**config.mk**
```make
export PLATFORM = sky130hd
export DESIGN_NAME = seven_seg_scanner_flat
export DESIGN_NICKNAME = d
export VERILOG_FILES = /design/src/rtl/seven_seg_scanner_if.sv /design/src/rtl/seven_seg_scanner.sv /design/src/flat_wrapper.sv
export SDC_FILE = /design/constraint.sdc
export NUM_CORES = 1
export LEC_CHECK = 0
export ABC_AREA = 1
export CAP_MARGIN = 10
export CORE_ASPECT_RATIO = 1.4
export CORE_UTILIZATION = 40
export CTS_CLUSTER_DIAMETER = 30
export DETAILED_ROUTE_END_ITERATION = 16
export PLACE_DENSITY = 0.61
export SLEW_MARGIN = 25
export SYNTH_ARGS = -nofsm -noshare
export SYNTH_HDL_FRONTEND = slang
export SYNTH_SLANG_ARGS = --single-unit
```
**constraint.sdc**
```tcl
create_clock -name clk -period 3.6 [get_ports clk]
set_input_delay 0.9 -clock clk [delete_from_list [all_inputs] [get_ports clk]]
set_output_delay 0.9 -clock clk [all_outputs]
set_load 0.005 [all_outputs]
```
**src/rtl/seven_seg_scanner_if.sv**
```systemverilog
`default_nettype none
// ============================================================================
//  Module      : seven_seg_scanner_if
//  Description : Display-side bundle for seven_seg_scanner: datapath value,
//                decimal points, control strobes and the board display pins.
//  Revision    : 1.0 - initial release
// ============================================================================
interface seven_seg_scanner_if #(
    parameter int NUM_DIGITS = 4
);
    logic [4*NUM_DIGITS-1:0] value;
    logic [NUM_DIGITS-1:0]   dp;
    logic                    load;
    logic                    lz_en;
    logic                    blank;
    logic [6:0]              seg_n;
    logic                    dp_n;
    logic [NUM_DIGITS-1:0]   an_n;
    logic                    frame_done;

    modport master (
        output value, dp, load, lz_en, blank,
        input  seg_n, dp_n, an_n, frame_done
    );

    modport slave (
        input  value, dp, load, lz_en, blank,
        output seg_n, dp_n, an_n, frame_done
    );
endinterface
`default_nettype wire

```
**src/rtl/seven_seg_scanner.sv**
```systemverilog
`default_nettype none
// ============================================================================
//  Module      : seven_seg_scanner
//  Description : Multiplexed N-digit active-low seven-segment driver with
//                guard slots, frame-synchronous loading and zero blanking.
//  Revision    : 1.0 - initial release
// ============================================================================
module seven_seg_scanner #(
    parameter int NUM_DIGITS   = 4,
    parameter int ON_CYCLES    = 1000,
    parameter int GUARD_CYCLES = 16
) (
    input  logic                 clk,
    input  logic                 rst,
    seven_seg_scanner_if.slave   bus
);
    localparam int MAX_CYC = (ON_CYCLES > GUARD_CYCLES) ? ON_CYCLES : GUARD_CYCLES;
    localparam int CNT_W   = $clog2(MAX_CYC + 1);
    localparam int D_W     = (NUM_DIGITS > 1) ? $clog2(NUM_DIGITS) : 1;
    localparam int VAL_W   = 4 * NUM_DIGITS;

    localparam logic [CNT_W-1:0] C_GUARD_LAST = CNT_W'(GUARD_CYCLES - 1);
    localparam logic [CNT_W-1:0] C_ON_LAST    = CNT_W'(ON_CYCLES - 1);
    localparam logic [D_W-1:0]   C_D_LAST     = D_W'(NUM_DIGITS - 1);

    typedef enum logic [0:0] {
        ST_GUARD = 1'b0,
        ST_DRIVE = 1'b1
    } state_t;

    state_t                  state_q, state_d;
    logic [CNT_W-1:0]        cnt_q, cnt_d;
    logic [D_W-1:0]          d_q, d_d;
    logic [VAL_W-1:0]        pend_val_q, pend_val_d;
    logic [NUM_DIGITS-1:0]   pend_dp_q, pend_dp_d;
    logic                    pend_valid_q, pend_valid_d;
    logic [VAL_W-1:0]        shadow_val_q, shadow_val_d;
    logic [NUM_DIGITS-1:0]   shadow_dp_q, shadow_dp_d;
    logic [6:0]              seg_n_q, seg_n_d;
    logic                    dp_n_q, dp_n_d;
    logic [NUM_DIGITS-1:0]   an_n_q, an_n_d;
    logic                    frame_done_q, frame_done_d;

    logic [3:0]              cur_nib;
    logic                    cur_dp;
    logic                    cur_supp;
    logic                    zero_above;
    logic [NUM_DIGITS-1:0]   supp_mask;

    function automatic logic [6:0] font(input logic [3:0] nib);
        case (nib)
            4'h0: font = 7'h40;
            4'h1: font = 7'h79;
            4'h2: font = 7'h24;
            4'h3: font = 7'h30;
            4'h4: font = 7'h19;
            4'h5: font = 7'h12;
            4'h6: font = 7'h02;
            4'h7: font = 7'h78;
            4'h8: font = 7'h00;
            4'h9: font = 7'h10;
            4'hA: font = 7'h08;
            4'hB: font = 7'h03;
            4'hC: font = 7'h46;
            4'hD: font = 7'h21;
            4'hE: font = 7'h06;
            default: font = 7'h0E;
        endcase
    endfunction

    // A digit is a leading zero when it and every more significant nibble are 0.
    always_comb begin
        zero_above = 1'b1;
        supp_mask  = '0;
        for (int i = NUM_DIGITS - 1; i >= 0; i--) begin
            zero_above   = zero_above & (shadow_val_q[4*i +: 4] == 4'h0);
            supp_mask[i] = (i != 0) && zero_above && !shadow_dp_q[i];
        end
    end

    always_comb begin
        cur_nib  = 4'h0;
        cur_dp   = 1'b0;
        cur_supp = 1'b0;
        for (int i = 0; i < NUM_DIGITS; i++) begin
            if (d_q == D_W'(i)) begin
                cur_nib  = shadow_val_q[4*i +: 4];
                cur_dp   = shadow_dp_q[i];
                cur_supp = supp_mask[i];
            end
        end
    end

    always_comb begin
        state_d      = state_q;
        cnt_d        = cnt_q;
        d_d          = d_q;
        pend_val_d   = pend_val_q;
        pend_dp_d    = pend_dp_q;
        pend_valid_d = pend_valid_q;
        shadow_val_d = shadow_val_q;
        shadow_dp_d  = shadow_dp_q;

        case (state_q)
            ST_GUARD: begin
                if (cnt_q == C_GUARD_LAST) begin
                    state_d = ST_DRIVE;
                    cnt_d   = '0;
                end else begin
                    cnt_d = cnt_q + CNT_W'(1);
                end
            end
            default: begin
                if (cnt_q == C_ON_LAST) begin
                    state_d = ST_GUARD;
                    cnt_d   = '0;
                    d_d     = (d_q == C_D_LAST) ? '0 : d_q + D_W'(1);
                end else begin
                    cnt_d = cnt_q + CNT_W'(1);
                end
            end
        endcase

        if (bus.load) begin
            pend_val_d   = bus.value;
            pend_dp_d    = bus.dp;
            pend_valid_d = 1'b1;
        end

        // The edge after the frame_done cycle is the only point the shadow moves.
        if (frame_done_q) begin
            if (bus.load) begin
                shadow_val_d = bus.value;
                shadow_dp_d  = bus.dp;
            end else if (pend_valid_q) begin
                shadow_val_d = pend_val_q;
                shadow_dp_d  = pend_dp_q;
            end
            pend_valid_d = 1'b0;
        end

        frame_done_d = (state_q == ST_DRIVE) && (d_q == C_D_LAST) && (cnt_q == C_ON_LAST);

        seg_n_d = 7'h7F;
        dp_n_d  = 1'b1;
        if (state_q == ST_DRIVE) begin
            seg_n_d = font(cur_nib);
            dp_n_d  = ~cur_dp;
        end
        for (int i = 0; i < NUM_DIGITS; i++) begin
            an_n_d[i] = !((state_q == ST_DRIVE) && (d_q == D_W'(i)) &&
                          !bus.blank && !(bus.lz_en && cur_supp));
        end
    end

    always_ff @(posedge clk) begin
        if (rst) begin
            state_q      <= ST_GUARD;
            cnt_q        <= '0;
            d_q          <= '0;
            pend_val_q   <= '0;
            pend_dp_q    <= '0;
            pend_valid_q <= 1'b0;
            shadow_val_q <= '0;
            shadow_dp_q  <= '0;
            seg_n_q      <= 7'h7F;
            dp_n_q       <= 1'b1;
            an_n_q       <= '1;
            frame_done_q <= 1'b0;
        end else begin
            state_q      <= state_d;
            cnt_q        <= cnt_d;
            d_q          <= d_d;
            pend_val_q   <= pend_val_d;
            pend_dp_q    <= pend_dp_d;
            pend_valid_q <= pend_valid_d;
            shadow_val_q <= shadow_val_d;
            shadow_dp_q  <= shadow_dp_d;
            seg_n_q      <= seg_n_d;
            dp_n_q       <= dp_n_d;
            an_n_q       <= an_n_d;
            frame_done_q <= frame_done_d;
        end
    end

    assign bus.seg_n      = seg_n_q;
    assign bus.dp_n       = dp_n_q;
    assign bus.an_n       = an_n_q;
    assign bus.frame_done = frame_done_q;
endmodule
`default_nettype wire

```
**src/flat_wrapper.sv**
```systemverilog
// flat-port wrapper written by rule: the top's interface ports become plain ports
module seven_seg_scanner_flat 
#(
    parameter int NUM_DIGITS   = 4,
    parameter int ON_CYCLES    = 1000,
    parameter int GUARD_CYCLES = 16
)
  (clk, rst, bus_value, bus_dp, bus_load, bus_lz_en, bus_blank, bus_seg_n, bus_dp_n, bus_an_n, bus_frame_done);
  seven_seg_scanner_if #(.NUM_DIGITS(NUM_DIGITS)) bus_i ();
  input  logic clk;
  input  logic rst;
  input wire logic [$bits(bus_i.value)-1:0] bus_value;
  input wire logic [$bits(bus_i.dp)-1:0] bus_dp;
  input wire logic [$bits(bus_i.load)-1:0] bus_load;
  input wire logic [$bits(bus_i.lz_en)-1:0] bus_lz_en;
  input wire logic [$bits(bus_i.blank)-1:0] bus_blank;
  output wire logic [$bits(bus_i.seg_n)-1:0] bus_seg_n;
  output wire logic [$bits(bus_i.dp_n)-1:0] bus_dp_n;
  output wire logic [$bits(bus_i.an_n)-1:0] bus_an_n;
  output wire logic [$bits(bus_i.frame_done)-1:0] bus_frame_done;
  assign bus_i.value = bus_value;
  assign bus_i.dp = bus_dp;
  assign bus_i.load = bus_load;
  assign bus_i.lz_en = bus_lz_en;
  assign bus_i.blank = bus_blank;
  assign bus_seg_n = bus_i.seg_n;
  assign bus_dp_n = bus_i.dp_n;
  assign bus_an_n = bus_i.an_n;
  assign bus_frame_done = bus_i.frame_done;
  seven_seg_scanner #(.NUM_DIGITS(NUM_DIGITS), .ON_CYCLES(ON_CYCLES), .GUARD_CYCLES(GUARD_CYCLES)) u_core (.clk(clk), .rst(rst), .bus(bus_i));
endmodule
```
-- After elaboration in Yosys (flattened, before gate mapping)
Memory sizes are Yosys's and may differ from the RTL's. A register that Yosys moved wholly into a read port is not among the register bits.
Cells that the tools add are included.
Widths: inputs -> output; s select.
- add/subtract/negate cells: 2
- equal/unequal tests: 5
- mux-type cells: 22
- bitwise logic cells: 4
- reductions and logical operators: 35
- operator list (cell ; number):
    $mux 16 ; 2
    $mux 10 ; 3
    $mux 4 ; 6
    $logic_and 1x1->1 ; 17
    $logic_not 4->1 ; 3
    $add 10x1->10 const B ; 1
    $eq 10x10->1 const B ; 1
    $eq 10x4->1 const B ; 1
    $mux 1 ; 10
    $logic_not 1->1 ; 9
    $eq 2x2->1 const B ; 2
    $reduce_and 2->1 ; 2
    $reduce_or 2->1 ; 2
    $add 2x1->2 const B ; 1
    $and 1x1->1 ; 2
    $eq 2x1->1 const B ; 1
    $logic_not 2->1 ; 1
    $mux 2 ; 1
    $not 1->1 ; 2
    $reduce_bool 2->1 ; 1
- bits in registers: 60
- bits in read-only memories: 112
- output and inout bits: 13
- word-level logic and storage cells: 80
- memories: 1
- memory list (name ; depth ; bits a word ; read ports ; clocked after memory_dff ; write ports ; RTL line ; text):
    (name not given) ; 16 ; 7 ; 1 ; 1 ; 0 ; seven_seg_scanner.sv:51 ; case (nib)

-- Longest topological paths before layout
- word-level depth: 11
- depth in mapped cells: 14
- mapped depth without buffers: 14

-- Least setup slack after synthesis
OpenSTA, ideal clock, no wires.
- path kind: register -> register
- start: register u_core.d_q[0]
- end: register u_core.seg_n_q[1], in the netlist u_core.bus.seg_n[1]
- setup time: 117 ps
- arrival: 1704 ps
- required time: 3483 ps
- setup slack: 1780 ps
- cell stages (with the launch flop): 14
- buffers on the path: 0
- period minus slack after synthesis: 1820 ps
- path through: dfxtp_1 > inv_1 > ha_1 > inv_2 > nor2_1 > nor2_1 > nand2_1 > nand2_1 > inv_1 > ha_1 > inv_1 > nor2_1 > a21oi_1 > nand2_1
- word-level cells in the longest chain between the ends: 5
- elaborated cells between the ends (all ways): 8
- classes of those cells: eq/ne (3); mux (4); reduce/logical (1)
- RTL lines (what ; RTL line ; text):
    start: declaration ; seven_seg_scanner.sv:33 ; logic [D_W-1:0] d_q, d_d;
    start signal: assignment ; seven_seg_scanner.sv:160 ; d_q <= '0;
    start signal: assignment ; seven_seg_scanner.sv:173 ; d_q <= d_d;
    $logic_not 2->1 ; seven_seg_scanner.sv:86 ; if (d_q == D_W'(i)) begin
    $mux 4 (3 in a row) ; seven_seg_scanner.sv:86 ;
    $mux 4 * ; seven_seg_scanner.sv:86 ;
    end: declaration ; seven_seg_scanner.sv:39 ; logic [6:0] seg_n_q, seg_n_d;
Mark *: on every way between the ends. The rest lies on a longest branch, timed or not.
A chain may end at the register's enable or synchronous reset.

-- Final worst setup path
- start: register u_core.frame_done_q, in the netlist u_core.bus.frame_done
- end: output port bus_frame_done
- RTL lines (what ; RTL line ; text):
    start: declaration ; seven_seg_scanner.sv:42 ; logic frame_done_q, frame_done_d;
    start signal: assignment ; seven_seg_scanner.sv:182 ; frame_done_q <= frame_done_d;
    end: declaration ; flat_wrapper.sv:20 ; output wire logic [$bits(bus_i.frame_done)-1:0] bus_frame_done;
No word-level cell between the ends.

==> flow_summary.yaml <==
outcome:
  status: "finished clean"
critical_path:
  cpPeakStageDelay_ps: 540
  worstRegToRegCells: 13
  regToRegSetupSlack_ps: 1460
  critPathKind: "reg -> out"
  required_ps: 2700
  endpoint: "bus_frame_done"
  crit_chain: "clkdlybuf4s50_1"
  end_kind: "output port"
  cp_top_family: "buffers and inverters"
  rr_endpoint: "u_core.bus.seg_n[1]"
  critPathArrivalTime_ps: 1290
  crit_cells: 1
  crit_slowest_cell: "clkdlybuf4s50_1"
  path_buf_inv: 1
  r2r-start: "u_core.d_q[0]"
  worstSetupStartpoint: "u_core.bus.frame_done"
  crit_fanout: 3
  startpoint_type: "flip-flop"
yosys:
  yosys.area_share.adder_pct: 4.80
  synth_nets: 383
  synth.yosys.seq_area_share_pct: 46.8
  synthesis.area_um2: 2870
  synthSimpleGateAreaFrac_pct: 26.8
  synth_flop_cell: "dfxtp_1"
  post_synth_num_cell_types: 31
  synth_top_cell_by_area: "dfxtp_1"
  synth_area_leaders: "dfxtp_1 (47%), nor2_1 (9.4%), nand2_1 (7.2%), mux2i_1 (7.0%), a211oi_1 (5.2%)"
  ys_warn_count: 0
  synth_top_family_by_area: "simple AND/OR/NAND/NOR gates"
  synth_compound_area_share_pct: 7.82
  synth_top_area_share_pct: 46.8
  synth_edf_count: 0
  async_flop_share_pct: 0
  synth_commonest_cells: "nor2_1 (72), dfxtp_1 (67), nand2_1 (55)"
  synth_xor_area_share_pct: 1.83
  ys_ff_latch: 67
  syn_avg_cell_area_um2: 8.26
  synth.area.mux_share_pct: 6.99
  syn_inst: 347
  yosysMostFrequentCell: "nor2_1"
floorplan:
  fp.dieW_um: 73.5
  dieArea_um2: 7510
  start_util_pct: 41.3
  die_h_um: 102
  core.rowCount: 36
  ioPinCount: 38
  design.core.area_um2: 6940
timing:
  fin_crit_ps: 2190
  finalMaxSlewViolations: 0
  report.final.hold_viol_count: 0
  finalCritPeriodShare_pct: 60.9
  slew_headroom_pct: 68.0
  tightest_slew_ps: 479
  fin_tns_setup_ps: 0
  rsz0062_at_grt: "false"
  fin_skew_ps: 6.11
  setup_violations: 0
  max_freq_mhz: 456
place:
  port_buffers: 37
  gp_congestion: 0.833
  dp_hpwl_um: 4000
  placed_cell_area_um2: 3330
clocking:
  clockBufferDepth: 2
  cts_tree: "built"
  clkTransAtPathRegs_ps: 70
  cts_setup_buffers: 0
  clkLatencyLatePin_ps: 330
  tritoncts_num_sinks: 67
  h-tree-depth: 3
  cts.repair.resized: 0
  cts_hold_buf: 0
  numCtsBuffers: 9
  clockRootBuffer: "clkbuf_8"
route:
  viasPerCell: 4.69
  remaining_drc_errors: 0
  drtAntennaViolNets: 0
  routedWlPerCell_um: 11.4
  routed_wl_um: 5520
  drtPass1Iterations: 4
  drt-initial-drc-count: 87
  vias: 2273
layout:
  drive_gt1_share_pct: 8.97
  area_delta_synth_final_pct: 23.7
  antenna_cells: 0
  finish.instance_area_um2: 3540
  fin_nets: 422
  fin_util_pct: 51.1
global_routing:
  antenna_found_initial: 0
  grt_max_degree: 47
  grt_pass1_wl_um: 9650
  grt_use_total_pct: 16.8
  grt_overflow: 0
  grt_pass1_vias: 2193
power_and_ir_drop:
  irDropWorstVdd_mv: 0.221
  p_leak_nw: 1.45
  p_per_area_nw_per_um2: 422
hold_path:
  hold_path_startpoint: "u_core.cnt_q[0]"
  hold_path_class: "reg -> reg"
flow_run:
  maxCapViolations: 0
## registers in the layout (all words and copies together) (netlist names)
| register | cells |
|---|---|
| u_core.d_q | 2 |
| u_core.bus.an_n | 4 |
| u_core.pend_valid_q | 1 |
| u_core.pend_dp_q | 4 |
| u_core.bus.dp_n | 1 |
| u_core.pend_val_q | 16 |
| u_core.shadow_dp_q | 4 |
| u_core.cnt_q | 10 |
| u_core.shadow_val_q | 16 |
| u_core.bus.seg_n | 7 |
| u_core.state_q | 1 |
| u_core.bus.frame_done | 1 |
## layout make-up
| type | instances | area, µm² |
|---|---|---|
| multi-input combinational | 246 | 1380 |
| clock inverter | 1 | 30.0 |
| inverter | 22 | 82.6 |
| sequential | 67 | 1340 |
| timing repair buffer | 40 | 405 |
| fill | 709 | 3390 |
| tap | 95 | 119 |
| clock buffer | 14 | 183 |
## worst reg2reg max path: stages (launching register included)
cell and delay, ps:
dfxtp_1 400, inv_1 100, ha_1 270, inv_2 150, nor2_1 60, nor2_1 80, nand2_1 70, nand2_1 160
inv_1 120, ha_1 300, inv_1 80, nor2_1 50, a21oi_1 120, nand2_1 70
## power by group
| part | total (mW) | internal, mW | switching, mW | leakage (nW) |
|---|---|---|---|---|
| Combinational | 0.0772 | 0.0414 | 0.0358 | 0.793 |
| Clock | 0.656 | 0.393 | 0.264 | 0.109 |
| Sequential | 0.763 | 0.758 | 0.00489 | 0.545 |
## routing by layer
metal  GRT usage (%)  vias to the layer above  wire length, µm
li1                -                     1213                -
met1            19.1                     1012             2480
met2            29.1                       37             2720
met3            4.24                       11              187
met4            7.99                        0              137
met5               0                        -                0
## per-stage QoR
stage / power (mW) / std cells / hold WS (ps) / setup slack (ps)
after floorplan: 0.821 / 347 / 417 / 1780
after global placement: 0.857 / 470 / 430 / 1230
after detailed placement: 0.858 / 470 / 446 / 1210
after CTS: 1.51 / 485 / 459 / 1390
after global routing: 1.56 / 485 / 486 / 1310
final: 1.50 / 485 / 451 / 1410
## worst min-delay path by stage
stage	to	slack [ps]	cells after the start
after floorplan	u_core.cnt_q[0]	420	1
after global placement	u_core.cnt_q[0]	430	1
after detailed placement	u_core.cnt_q[0]	450	1
after CTS	u_core.cnt_q[0]	460	1
after global routing	u_core.cnt_q[0]	490	1
final	u_core.cnt_q[0]	450	1
## cell families (layout without fill, tap and decap cells)
group                    Yosys count  in the layout
AO/OA/AOI/OAI                     34             34
XOR/XNOR                           6              6
adder cells (fa/ha/maj)           11             11
buffers and inverters             34             77
flip-flops                        67             67
multiplexers                      20             20
AND/OR/NAND/NOR                  175            175
## cell usage in the layout, fill, tap and decap left out
cell / synthesis / routed
a211oi_1: 20 / 20
a21o_2: 1 / 1
a21oi_1: 7 / 7
buf_12: 0 / 1
buf_4: 0 / 2
bufinv_16: 0 / 1
clkbuf_1: 4 / 1
clkbuf_8: 0 / 13
clkdlybuf4s50_1: 0 / 37
dfxtp_1: 67 / 67
ha_1: 11 / 11
inv_1: 18 / 18
inv_2: 4 / 4
mux2i_1: 20 / 20
nand2_1: 55 / 55
nand2_2: 2 / 2
nand2_4: 3 / 3
nand3_1: 22 / 22
nand3_2: 1 / 1
nand4_1: 2 / 2
nor2_1: 72 / 71
nor2_2: 3 / 4
nor2_4: 1 / 1
nor3_1: 9 / 9
nor3_2: 1 / 1
nor3b_1: 1 / 1
nor4_1: 1 / 1
o21ai_0: 4 / 4
o21ai_1: 2 / 2
or2_1: 1 / 1
or2_2: 1 / 1
xnor2_1: 1 / 1
xor2_1: 5 / 5
Power figures use the tool's default switching activity.
